--- config.mk ---
export PLATFORM = sky130hd
export DESIGN_NAME = ar_arbiter_mux
export DESIGN_NICKNAME = d
export VERILOG_FILES = /design/src/rtl/ax_ic_pkg.sv /design/src/rtl/ar_reg_slice.sv /design/src/rtl/ar_arbiter_mux.sv
export SDC_FILE = /design/constraint.sdc
export NUM_CORES = 1
export LEC_CHECK = 0
export CAP_MARGIN = 20
export CORE_AREA = 3 3 108 110
export CTS_BUF_LIST = sky130_fd_sc_hd__clkbuf_4 sky130_fd_sc_hd__clkbuf_8
export DETAILED_ROUTE_END_ITERATION = 7
export DIE_AREA = 0 0 111 113
export GPL_TIMING_DRIVEN = 1
export MAX_ROUTING_LAYER = met4
export PLACE_DENSITY = 0.74
export SLEW_MARGIN = 20
export SYNTH_ARGS = -nofsm -noshare
export SYNTH_HDL_FRONTEND = slang
export SYNTH_SLANG_ARGS = --single-unit
export TNS_END_PERCENT = 1
--- constraint.sdc ---
create_clock -name aclk -period 2.7 [get_ports aclk]
set_input_delay 0.405 -clock aclk [delete_from_list [all_inputs] [get_ports aclk]]
set_output_delay 0.405 -clock aclk [all_outputs]
set_load 0.02 [all_outputs]
--- src/rtl/ax_ic_pkg.sv ---
// ----------------------------------------------------------------------------
// ax_ic_pkg
// Shared definitions for the AXI read-address interconnect blocks:
//   - AXI AR attribute field widths (burst, len, size, lock, cache, prot)
//   - arbiter FSM state encoding
//   - clog2 helper used to size master-index fields
// ----------------------------------------------------------------------------
package ax_ic_pkg;

    localparam int BURST_W = 2;
    localparam int LEN_W   = 4;
    localparam int SIZE_W  = 3;
    localparam int LOCK_W  = 2;
    localparam int CACHE_W = 4;
    localparam int PROT_W  = 3;

    typedef enum logic [0:0] {
        ST_IDLE  = 1'b0,
        ST_GRANT = 1'b1
    } ar_state_e;

    // Ceiling log2; callers guarantee value >= 2 so the result is never 0.
    function automatic int clog2(input int value);
        int result;
        result = 0;
        for (int i = 0; i < 31; i++) begin
            if ((32'sd1 <<< i) < value) begin
                result = i + 32'sd1;
            end else begin
                result = result;
            end
        end
        return result;
    endfunction

endpackage

--- src/rtl/ar_reg_slice.sv ---
// ----------------------------------------------------------------------------
// ar_reg_slice
// Two-entry skid buffer for a valid/ready channel. Both handshake signals on
// the input side are derived from the occupancy register only, so there is no
// combinational path from out_ready to in_ready, yet a continuously stalled
// and released sink still sees one transfer per cycle.
// Ports:
//   clk, rst            clock, asynchronous active-high reset
//   in_valid/in_ready   upstream handshake (in_ready = not full)
//   in_data             upstream payload, PAY_W bits
//   out_valid/out_ready downstream handshake (out_valid = not empty)
//   out_data            downstream payload, PAY_W bits
// ----------------------------------------------------------------------------
module ar_reg_slice #(
    parameter int PAY_W = 8
) (
    input  logic             clk,
    input  logic             rst,
    input  logic             in_valid,
    output logic             in_ready,
    input  logic [PAY_W-1:0] in_data,
    output logic             out_valid,
    input  logic             out_ready,
    output logic [PAY_W-1:0] out_data
);

    logic [PAY_W-1:0] mem_r [2];
    logic             wr_ptr_r;
    logic             rd_ptr_r;
    logic [1:0]       count_r;
    logic             push_s;
    logic             pop_s;

    assign in_ready  = (count_r != 2'd2);
    assign out_valid = (count_r != 2'd0);
    assign out_data  = mem_r[rd_ptr_r];
    assign push_s    = in_valid && in_ready;
    assign pop_s     = out_valid && out_ready;

    // Occupancy and pointer state; reset empties the buffer.
    always_ff @(posedge clk or posedge rst) begin
        if (rst) begin
            wr_ptr_r <= 1'b0;
            rd_ptr_r <= 1'b0;
            count_r  <= 2'd0;
        end else begin
            if (push_s) begin
                wr_ptr_r <= ~wr_ptr_r;
            end
            if (pop_s) begin
                rd_ptr_r <= ~rd_ptr_r;
            end
            case ({push_s, pop_s})
                2'b10:   count_r <= count_r + 2'd1;
                2'b01:   count_r <= count_r - 2'd1;
                default: count_r <= count_r;
            endcase
        end
    end

    // Payload storage; contents are don't-care while the entry is empty.
    always_ff @(posedge clk) begin
        if (push_s) begin
            mem_r[wr_ptr_r] <= in_data;
        end
    end

endmodule

--- src/rtl/ar_arbiter_mux.sv ---
// ----------------------------------------------------------------------------
// ar_arbiter_mux
// Round-robin arbiter and multiplexer for the AXI read-address channel of one
// slave. A master requests when its arvalid is set and its address decode
// field equals sel. The IDLE state picks a winner, the GRANT state forwards
// that master's AR beat until the slave accepts it, so one transfer takes two
// cycles. The granted master index is placed above arid on the slave side.
//
// Optional build macro AR_ARBITER_MUX_REG_SLICE_EN inserts a 2-entry skid
// buffer (ar_reg_slice) between the arbiter and the slave port: +1 cycle of
// latency and no combinational arready_s -> arready_m path.
//
// Ports:
//   aclk, areset          clock, asynchronous active-high reset
//   sel                   this slave's decode value (quasi-static)
//   ar*_m                 flattened master AR channels, master i at slice i
//   arvalid_m/arready_m   per-master handshake
//   ar*_s                 slave AR payload; arid_s = {master index, arid}
//   arvalid_s/arready_s   slave handshake
// ----------------------------------------------------------------------------
module ar_arbiter_mux
    import ax_ic_pkg::*;
#(
    parameter  int NUM_M   = 4,
    parameter  int ADDR_W  = 32,
    parameter  int ID_W    = 4,
    parameter  int SEL_W   = 2,
    parameter  int SEL_LSB = 11,
    localparam int MIDX_W  = clog2(NUM_M)
) (
    input  logic                      aclk,
    input  logic                      areset,
    input  logic [SEL_W-1:0]          sel,
    input  logic [NUM_M*ADDR_W-1:0]   araddr_m,
    input  logic [NUM_M*ID_W-1:0]     arid_m,
    input  logic [NUM_M*BURST_W-1:0]  arburst_m,
    input  logic [NUM_M*LEN_W-1:0]    arlen_m,
    input  logic [NUM_M*SIZE_W-1:0]   arsize_m,
    input  logic [NUM_M*LOCK_W-1:0]   arlock_m,
    input  logic [NUM_M*CACHE_W-1:0]  arcache_m,
    input  logic [NUM_M*PROT_W-1:0]   arprot_m,
    input  logic [NUM_M-1:0]          arvalid_m,
    output logic [NUM_M-1:0]          arready_m,
    output logic [ADDR_W-1:0]         araddr_s,
    output logic [ID_W+MIDX_W-1:0]    arid_s,
    output logic [BURST_W-1:0]        arburst_s,
    output logic [LEN_W-1:0]          arlen_s,
    output logic [SIZE_W-1:0]         arsize_s,
    output logic [LOCK_W-1:0]         arlock_s,
    output logic [CACHE_W-1:0]        arcache_s,
    output logic [PROT_W-1:0]         arprot_s,
    output logic                      arvalid_s,
    input  logic                      arready_s
);

    localparam int PAY_W = MIDX_W + ID_W + ADDR_W + BURST_W + LEN_W
                         + SIZE_W + LOCK_W + CACHE_W + PROT_W;

    ar_state_e         state_r, state_nxt_s;
    logic [MIDX_W-1:0] grant_r, grant_nxt_s;
    logic [MIDX_W-1:0] rr_ptr_r, rr_ptr_nxt_s;
    logic [NUM_M-1:0]  req_s;
    logic [MIDX_W-1:0] pick_s;
    logic              in_valid_s;
    logic              in_ready_s;
    logic              push_s;
    logic [PAY_W-1:0]  in_pay_s;
    logic [PAY_W-1:0]  out_pay_s;

    // Per-master request: valid and address decode hits this slave.
    always_comb begin
        req_s = '0;
        for (int i = 0; i < NUM_M; i++) begin
            req_s[i] = arvalid_m[i] && (araddr_m[i*ADDR_W + SEL_LSB +: SEL_W] == sel);
        end
    end

    // Round-robin pick: scan downward so the lowest offset from rr_ptr wins.
    always_comb begin
        logic [MIDX_W-1:0] idx_v;
        pick_s = '0;
        idx_v  = '0;
        for (int k = NUM_M - 1; k >= 0; k--) begin
            idx_v  = MIDX_W'((int'(rr_ptr_r) + k) % NUM_M);
            pick_s = req_s[idx_v] ? idx_v : pick_s;
        end
    end

    // Granted request towards the slave side; a dropped request silences it.
    assign in_valid_s = (state_r == ST_GRANT) && req_s[grant_r];
    assign push_s     = in_valid_s && in_ready_s;

    // Payload mux from the granted master, index prepended to the ID.
    always_comb begin
        in_pay_s = '0;
        for (int i = 0; i < NUM_M; i++) begin
            in_pay_s = in_pay_s | ({PAY_W{grant_r == MIDX_W'(i)}} &
                {MIDX_W'(i),
                 arid_m[i*ID_W +: ID_W],
                 araddr_m[i*ADDR_W +: ADDR_W],
                 arburst_m[i*BURST_W +: BURST_W],
                 arlen_m[i*LEN_W +: LEN_W],
                 arsize_m[i*SIZE_W +: SIZE_W],
                 arlock_m[i*LOCK_W +: LOCK_W],
                 arcache_m[i*CACHE_W +: CACHE_W],
                 arprot_m[i*PROT_W +: PROT_W]});
        end
    end

    // Only the granted master sees ready, and only when its beat is taken.
    always_comb begin
        arready_m = '0;
        for (int i = 0; i < NUM_M; i++) begin
            arready_m[i] = push_s && (grant_r == MIDX_W'(i));
        end
    end

    // FSM next-state: IDLE picks a winner, GRANT waits for acceptance.
    always_comb begin
        state_nxt_s  = state_r;
        grant_nxt_s  = grant_r;
        rr_ptr_nxt_s = rr_ptr_r;
        case (state_r)
            ST_IDLE: begin
                if (|req_s) begin
                    grant_nxt_s = pick_s;
                    state_nxt_s = ST_GRANT;
                end else begin
                    state_nxt_s = ST_IDLE;
                end
            end
            ST_GRANT: begin
                if (push_s) begin
                    rr_ptr_nxt_s = (grant_r == MIDX_W'(NUM_M - 1)) ? '0
                                                                   : grant_r + MIDX_W'(1);
                    state_nxt_s  = ST_IDLE;
                end else begin
                    state_nxt_s = ST_GRANT;
                end
            end
            default: begin
                state_nxt_s = ST_IDLE;
            end
        endcase
    end

    // FSM state, grant and round-robin pointer registers.
    always_ff @(posedge aclk or posedge areset) begin
        if (areset) begin
            state_r  <= ST_IDLE;
            grant_r  <= '0;
            rr_ptr_r <= '0;
        end else begin
            state_r  <= state_nxt_s;
            grant_r  <= grant_nxt_s;
            rr_ptr_r <= rr_ptr_nxt_s;
        end
    end

`ifdef AR_ARBITER_MUX_REG_SLICE_EN
    ar_reg_slice #(
        .PAY_W (PAY_W)
    ) u_slice (
        .clk       (aclk),
        .rst       (areset),
        .in_valid  (in_valid_s),
        .in_ready  (in_ready_s),
        .in_data   (in_pay_s),
        .out_valid (arvalid_s),
        .out_ready (arready_s),
        .out_data  (out_pay_s)
    );
`else
    assign in_ready_s = arready_s;
    assign arvalid_s  = in_valid_s;
    assign out_pay_s  = in_pay_s;
`endif

    assign {arid_s, araddr_s, arburst_s, arlen_s, arsize_s,
            arlock_s, arcache_s, arprot_s} = out_pay_s;

endmodule

==> metrics.yaml, run 1 <==
run_status:
  status: "finished clean"
critical_path:
  arrival_ns: 2.19
  cp.required_ns: 2.30
  worstSetupStartpointType: "input pin"
  reg2reg_slack_ns: 0.98
  cp-endpoint: "arready_m[2]"
  path_class: "in -> out"
  ff2ff_path_depth: 5
  critPathMaxFanout: 5
  r2r_end: "rr_ptr_r[0]$_DFFE_PP0P_"
  rr_startpoint: "grant_r[0]$_DFFE_PP0P_"
  end_kind: "output port"
  startpoint: "araddr_m[75]"
clock_network:
  cts.sinks: 5
  postCtsHoldBufs: 0
  cts_root_buf: "clkbuf_8"
  clk_pin_slew_ns: 0.04
  clock_latency_ns: 0.22
  htree_levels: 1
  clock_path_buffers: 2
  cts_setup_buffers: 0
  cts_buffers: 3
  cts_tree: "yes"
global_routing:
  antenna_found_initial: 0
  grt_pass1_vias: 3324
  grt_pass1_wl_mm: 17.28
  grt_overflow: 0
  grt_max_degree: 59
  grt_use_total_pct: 17.18
yosys:
  async_flop_share_pct: 100.0
  synth.top_cell.area_share_pct: 47.26
  postSynthAreaPerCell_um2: 7.002
  synth-seq-cells: 5
  synth_most_common_cell: "a22oi_1"
  synthesis.nets: 474
  yosysSeqAreaShare_pct: 7.294
  ys.flop_type: "dfrtp_1"
  ys_types: 33
  synth-edff-count: 0
  ys_top_cells_by_area: "a22oi_1, nand2_1, dfrtp_1"
  synth_top_area_cell: "a22oi_1"
  syn_inst: 245
  ys_top_cells_by_count: "a22oi_1, nand2_1, clkbuf_1"
  ys_warn_count: 0
  syn_area_mm2: 0.001715
cells_and_area:
  fin_cells: 659
  drive_gt1_share_pct: 8.092
  syn2layout_area_growth_pct: 184.2
  nets: 749
  final_area_mm2: 0.004875
  antenna_cells: 0
pwr:
  leakage_uw: 0.001948
  power.density_mw_per_mm2: 856.4
  finalPower_uw: 4175
  peakVddDrop_uv: 560.5
drt:
  drt_pre_antenna_iters: 6
  ant_nets: 0
  drcViolationCount: 0
  wl_per_cell_um: 17.92
  wl_mm: 11.81
  via_per_inst: 4.781
  drt_iter0_markers: 277
  vias: 3151
sta:
  report.final.slew_viol_count: 0
  rsz0062_at_grt: "false"
  maxSlewHeadroom_pct: 78.04
  fin_crit_ns: 2.599
  setup_viol: 0
  finClkSkew_ns: 0.002712
  finalHoldViolCount: 0
  fmax_mhz: 384.7
  setup_ws_ns: 0.1008
  setup_tns_ns: 0
  finalCritPeriodShare_pct: 96.27
  worst_slew_pin_slew_ns: 0.3294
floorplanning:
  ios: 286
  initial_core_util_pct: 15.89
  core_mm2: 0.01079
  dieArea_mm2: 0.01254
  rows: 38
  die_h_um: 113
  die_w_um: 111
placed_design:
  io_buffers: 285
  place_ws_ns: -0.2841
  place.gp.congestion: 0.9108
  placed_cell_area_mm2: 0.004773
  dpl.hpwl_mm: 9.330
  dp_cells: 654
job:
  maxCapViolCount: 0
hold_path:
  worst_hold_path_type: "in -> async"
[area by class of cell]
class,count,area (um2)
Inverter,4,15.01
Clock buffer,4,48.80
Fill cell,1069,5918
Multi-Input combinational cell,210,1510
Tap cell,140,175.2
Timing Repair Buffer,296,3000
Sequential cell,5,125.1
[critical path, stage by stage]
cell,delay (ns)
clkdlybuf4s50_1,0.44
xnor2_1,0.16
and3_4,0.21
mux2i_4,0.19
a2bb2oi_4,0.24
and2b_2,0.24
dlygate4sd2_1,0.31
[flip-flops by register name, indices dropped and copies added (netlist names)]
| signal | flops |
|---|---|
| grant_r | 2 |
| state_r | 1 |
| rr_ptr_r | 2 |
[placed cells by master, fill, tap and decap left out, types with 2 or more instances in the layout]
master,count
nand4_1,2
a22oi_1,108
mux2i_4,2
ha_2,4
clkbuf_8,3
or2_2,2
xnor2_2,5
nor2_1,2
inv_1,3
dlygate4sd2_1,7
xnor2_1,3
mux2_4,2
clkdlybuf4s50_1,277
buf_4,5
and3_1,2
nand3_1,3
dfrtp_1,5
and2b_2,4
buf_12,4
and3_4,2
nand2_1,55
[where the power goes]
group / switching, uW / total [uW] / internal (uW)
Sequential: 59.6 / 171 / 111
Clock: 41.3 / 153 / 112
Combinational: 1980 / 3850 / 1870
Total: 2080 / 4170 / 2090
[per-stage QoR]
stage	utilization, %	hold slack, ns
2_1_floorplan	-	0.1835
3_3_place_gp	44.23	0.5878
4_1_cts	44.91	0.3910
5_1_grt	45.17	0.4152
6_report	45.17	0.3852
3_5_place_dp	44.23	0.5927
[worst min path at each step]
stage | to | slack [ns] | cells past startpoint
after floorplan | grant_r[0]$_DFFE_PP0P_ | 0.18 | 1
after global placement | grant_r[0]$_DFFE_PP0P_ | 0.59 | 1
after detailed placement | rr_ptr_r[1]$_DFFE_PP0P_ | 0.59 | 1
after CTS | rr_ptr_r[1]$_DFFE_PP0P_ | 0.39 | 2
after global routing | rr_ptr_r[1]$_DFFE_PP0P_ | 0.42 | 2
final | rr_ptr_r[1]$_DFFE_PP0P_ | 0.39 | 2
[cell families (layout without fill, tap and decap cells)]
kind of cell               count (synthesis)  after routing  synth area share [%]
muxes                                      5              5                 5.033
DFF                                        5              5                 7.294
buffers and inverters                     30            304                 7.001
and+or+nand+nor                           74             74                 19.84
adders and majority gates                  4              4                 2.918
xor gates and xnor gates                   8              8                 4.523
AOI/OAI and AO/OA                        119            119                 53.39
[what timing repair did]
item / 4_1_cts / 5_1_grt
endpoints found under the setup margin: 45 / 5
pin swaps: 0 / 1
cloned: 0 / 1
gates resized for setup: 13 / 1
[layer usage]
| metal | track usage (%) | share of wire, % |
|---|---|---|
| met5 | - | 0 |
| met4 | 3.366 | 1.1 |
| met2 | 31.23 | 53 |
| met1 | 19.46 | 37 |
| met3 | 3.850 | 8.6 |
(Power assumes the default switching activity.)
==> run 2, diff against run 1 <==
--- a/config.mk
+++ b/config.mk
@@ -6,13 +6,13 @@
 export NUM_CORES = 1
 export LEC_CHECK = 0
 export CAP_MARGIN = 20
-export CORE_AREA = 3 3 108 110
+export CORE_AREA = 2 2 111 113
 export CTS_BUF_LIST = sky130_fd_sc_hd__clkbuf_4 sky130_fd_sc_hd__clkbuf_8
 export DETAILED_ROUTE_END_ITERATION = 7
-export DIE_AREA = 0 0 111 113
+export DIE_AREA = 0 0 113 115
 export GPL_TIMING_DRIVEN = 1
 export MAX_ROUTING_LAYER = met4
-export PLACE_DENSITY = 0.74
+export PLACE_DENSITY = 0.7
 export SLEW_MARGIN = 20
 export SYNTH_ARGS = -nofsm -noshare
 export SYNTH_HDL_FRONTEND = slang
==> run 2 against run 1 <==
  * Hold slack better by 0.027 ns
  * The run now ends with design-rule violations left
  * Sequential share of layout area is essentially flat
  * Utilization down 3.8 points
  * Critical path depth unchanged
==> metrics.yaml, run 2 (synthesis results as in run 1) <==
floorplanning:
  initial_core_util_pct: 14.52
  dieArea_mm2: 0.01300
  die_w_um: 113
  die_h_um: 115
  core_mm2: 0.01181
  rows: 40
  ios: 286
clock_network:
  cts_buffers: 3
  postCtsHoldBufs: 0
  cts_root_buf: "clkbuf_8"
  clk_pin_slew_ns: 0.04
  cts.sinks: 5
  cts_tree: "yes"
  clock_path_buffers: 2
  clock_latency_ns: 0.22
  htree_levels: 1
placed_design:
  placed_cell_area_mm2: 0.004822
  dpl.hpwl_mm: 9.019
  place_ws_ns: -0.2832
  place.gp.congestion: 0.8406
  dp_cells: 663
  io_buffers: 285
critical_path:
  arrival_ns: 2.16
  crit_chain: "clkdlybuf4s50_1 > xnor2_2 > nand3_1 > mux2i_4 > a2bb2oi_4 > and2b_2 > dlygate4sd2_1"
  slowest_stage: "clkdlybuf4s50_1"
  startpoint: "araddr_m[43]"
  r2r_end: "rr_ptr_r[0]$_DFFE_PP0P_"
  crit_path_max_incr_delay_ns: 0.48
  reg2reg_slack_ns: 1.03
  path_buf_inv: 2
  path_class: "in -> out"
  cp-endpoint: "arready_m[2]"
  rr_startpoint: "grant_r[0]$_DFFE_PP0P_"
  end_kind: "output port"
  worstSetupStartpointType: "input pin"
  critPathMaxFanout: 5
  cp_num_cells: 7
  ff2ff_path_depth: 5
  cp_top_family: "buffers and inverters"
  cp.required_ns: 2.30
sta:
  finClkSkew_ns: 0.002882
  worst_slew_pin_slew_ns: 0.2999
  rsz0062_at_grt: "false"
  setup_ws_ns: 0.1312
  report.final.slew_viol_count: 0
  fin_worst_hold_slack_ns: 0.4121
  fmax_mhz: 389.3
  finalHoldViolCount: 0
  maxSlewHeadroom_pct: 80.01
  setup_viol: 0
  finalCritPeriodShare_pct: 95.14
  fin_crit_ns: 2.569
drt:
  vias: 3093
  wl_per_cell_um: 16.43
  ant_nets: 0
  drt_iter0_markers: 173
  drcViolationCount: 19
  wl_mm: 10.96
  drt_pre_antenna_iters: 8
  via_per_inst: 4.637
hold_path:
  worst_hold_path_type: "in -> async"
pwr:
  finalPower_uw: 4149
  power.density_mw_per_mm2: 850.0
  peakVddDrop_uv: 333.5
  leakage_uw: 0.001934
cells_and_area:
  layout_commonest_cell: "clkdlybuf4s50_1"
  regArea_um2: 125.1
  drive_gt1_share_pct: 7.885
  fillers: 1178
  most-common-layout-cells: "clkdlybuf4s50_1, a22oi_1, nand2_1, dlygate4sd2_1, buf_12"
  syn2layout_area_growth_pct: 184.5
  reg.largest.list: "grant_r: 2 flops, rr_ptr_r: 2 flops, state_r: 1 flops"
  multi_input_area_mm2: 0.001495
  final_area_mm2: 0.004881
  antenna_cells: 0
  fin_cells: 667
  nets: 750
job:
  maxCapViolCount: 0
global_routing:
  antenna_found_initial: 0
  grt_overflow: 0
  grt_use_total_pct: 15.61
  grt_pass1_vias: 3234
  grt_pass1_wl_mm: 16.04
  grt_max_degree: 33
run_status:
  violations: "design-rule violations"
  status: "complete, but fails checks"
-- run 2: cell types whose count changed in the layout (fill, tap and decap cells not counted), sizes merged --
cell / previous run / this run
buf: 10 / 12
clkbuf: 5 / 4
clkdlybuf4s50: 277 / 278
dlymetal6s2s: 1 / 0
-- run 2: area by class of cell --
class	count	area share, %
Inverter	4	0.3076
Timing Repair Buffer	297	61.73
Sequential cell	5	2.563
Clock buffer	4	0.9997
Multi-Input combinational cell	210	30.63
Tap cell	147	3.768
-- run 2: routing by layer --
| layer | vias to the layer above | global-route usage (%) | part of all wire (%) |
|---|---|---|---|
| met5 | - | - | 0 |
| met4 | 0 | 4.065 | 2.0 |
| li1 | 1513 | - | - |
| met2 | 178 | 27.54 | 49 |
| met1 | 1386 | 18.27 | 38 |
| met3 | 16 | 2.899 | 10 |
-- run 2: worst min path at each step --
stage	endpoint	slack, ns	start	cells after the start
after floorplan	grant_r[0]$_DFFE_PP0P_	0.18	areset	1
after global routing	rr_ptr_r[1]$_DFFE_PP0P_	0.45	areset	2
final	rr_ptr_r[1]$_DFFE_PP0P_	0.41	areset	2
after CTS	rr_ptr_r[1]$_DFFE_PP0P_	0.41	areset	2
after global placement	rr_ptr_r[1]$_DFFE_PP0P_	0.58	rr_ptr_r[1]$_DFFE_PP0P_	1
after detailed placement	grant_r[0]$_DFFE_PP0P_	0.57	state_r$_DFF_PP0_	1
-- run 2: report_power, final --
part	switching [uW]	total (uW)	leakage (uW)	internal, uW
clock	37.7	149	0.0000262	111
combinational	1930	3830	0.00185	1900
sequential	53.7	165	0.0000600	111
-- run 2: repair_timing --
action,4_1_cts,5_1_grt
setup buffers,0,0
endpoints found under the setup margin,21,3
gates resized for setup,10,1
-- run 2: stage by stage --
step                util (%)  TNS (ns)
floorplan                  -         0
global placement       40.83    -1.020
detailed placement     40.83    -1.311
CTS                    41.29         0
global route           41.32         0
finish                 41.32         0
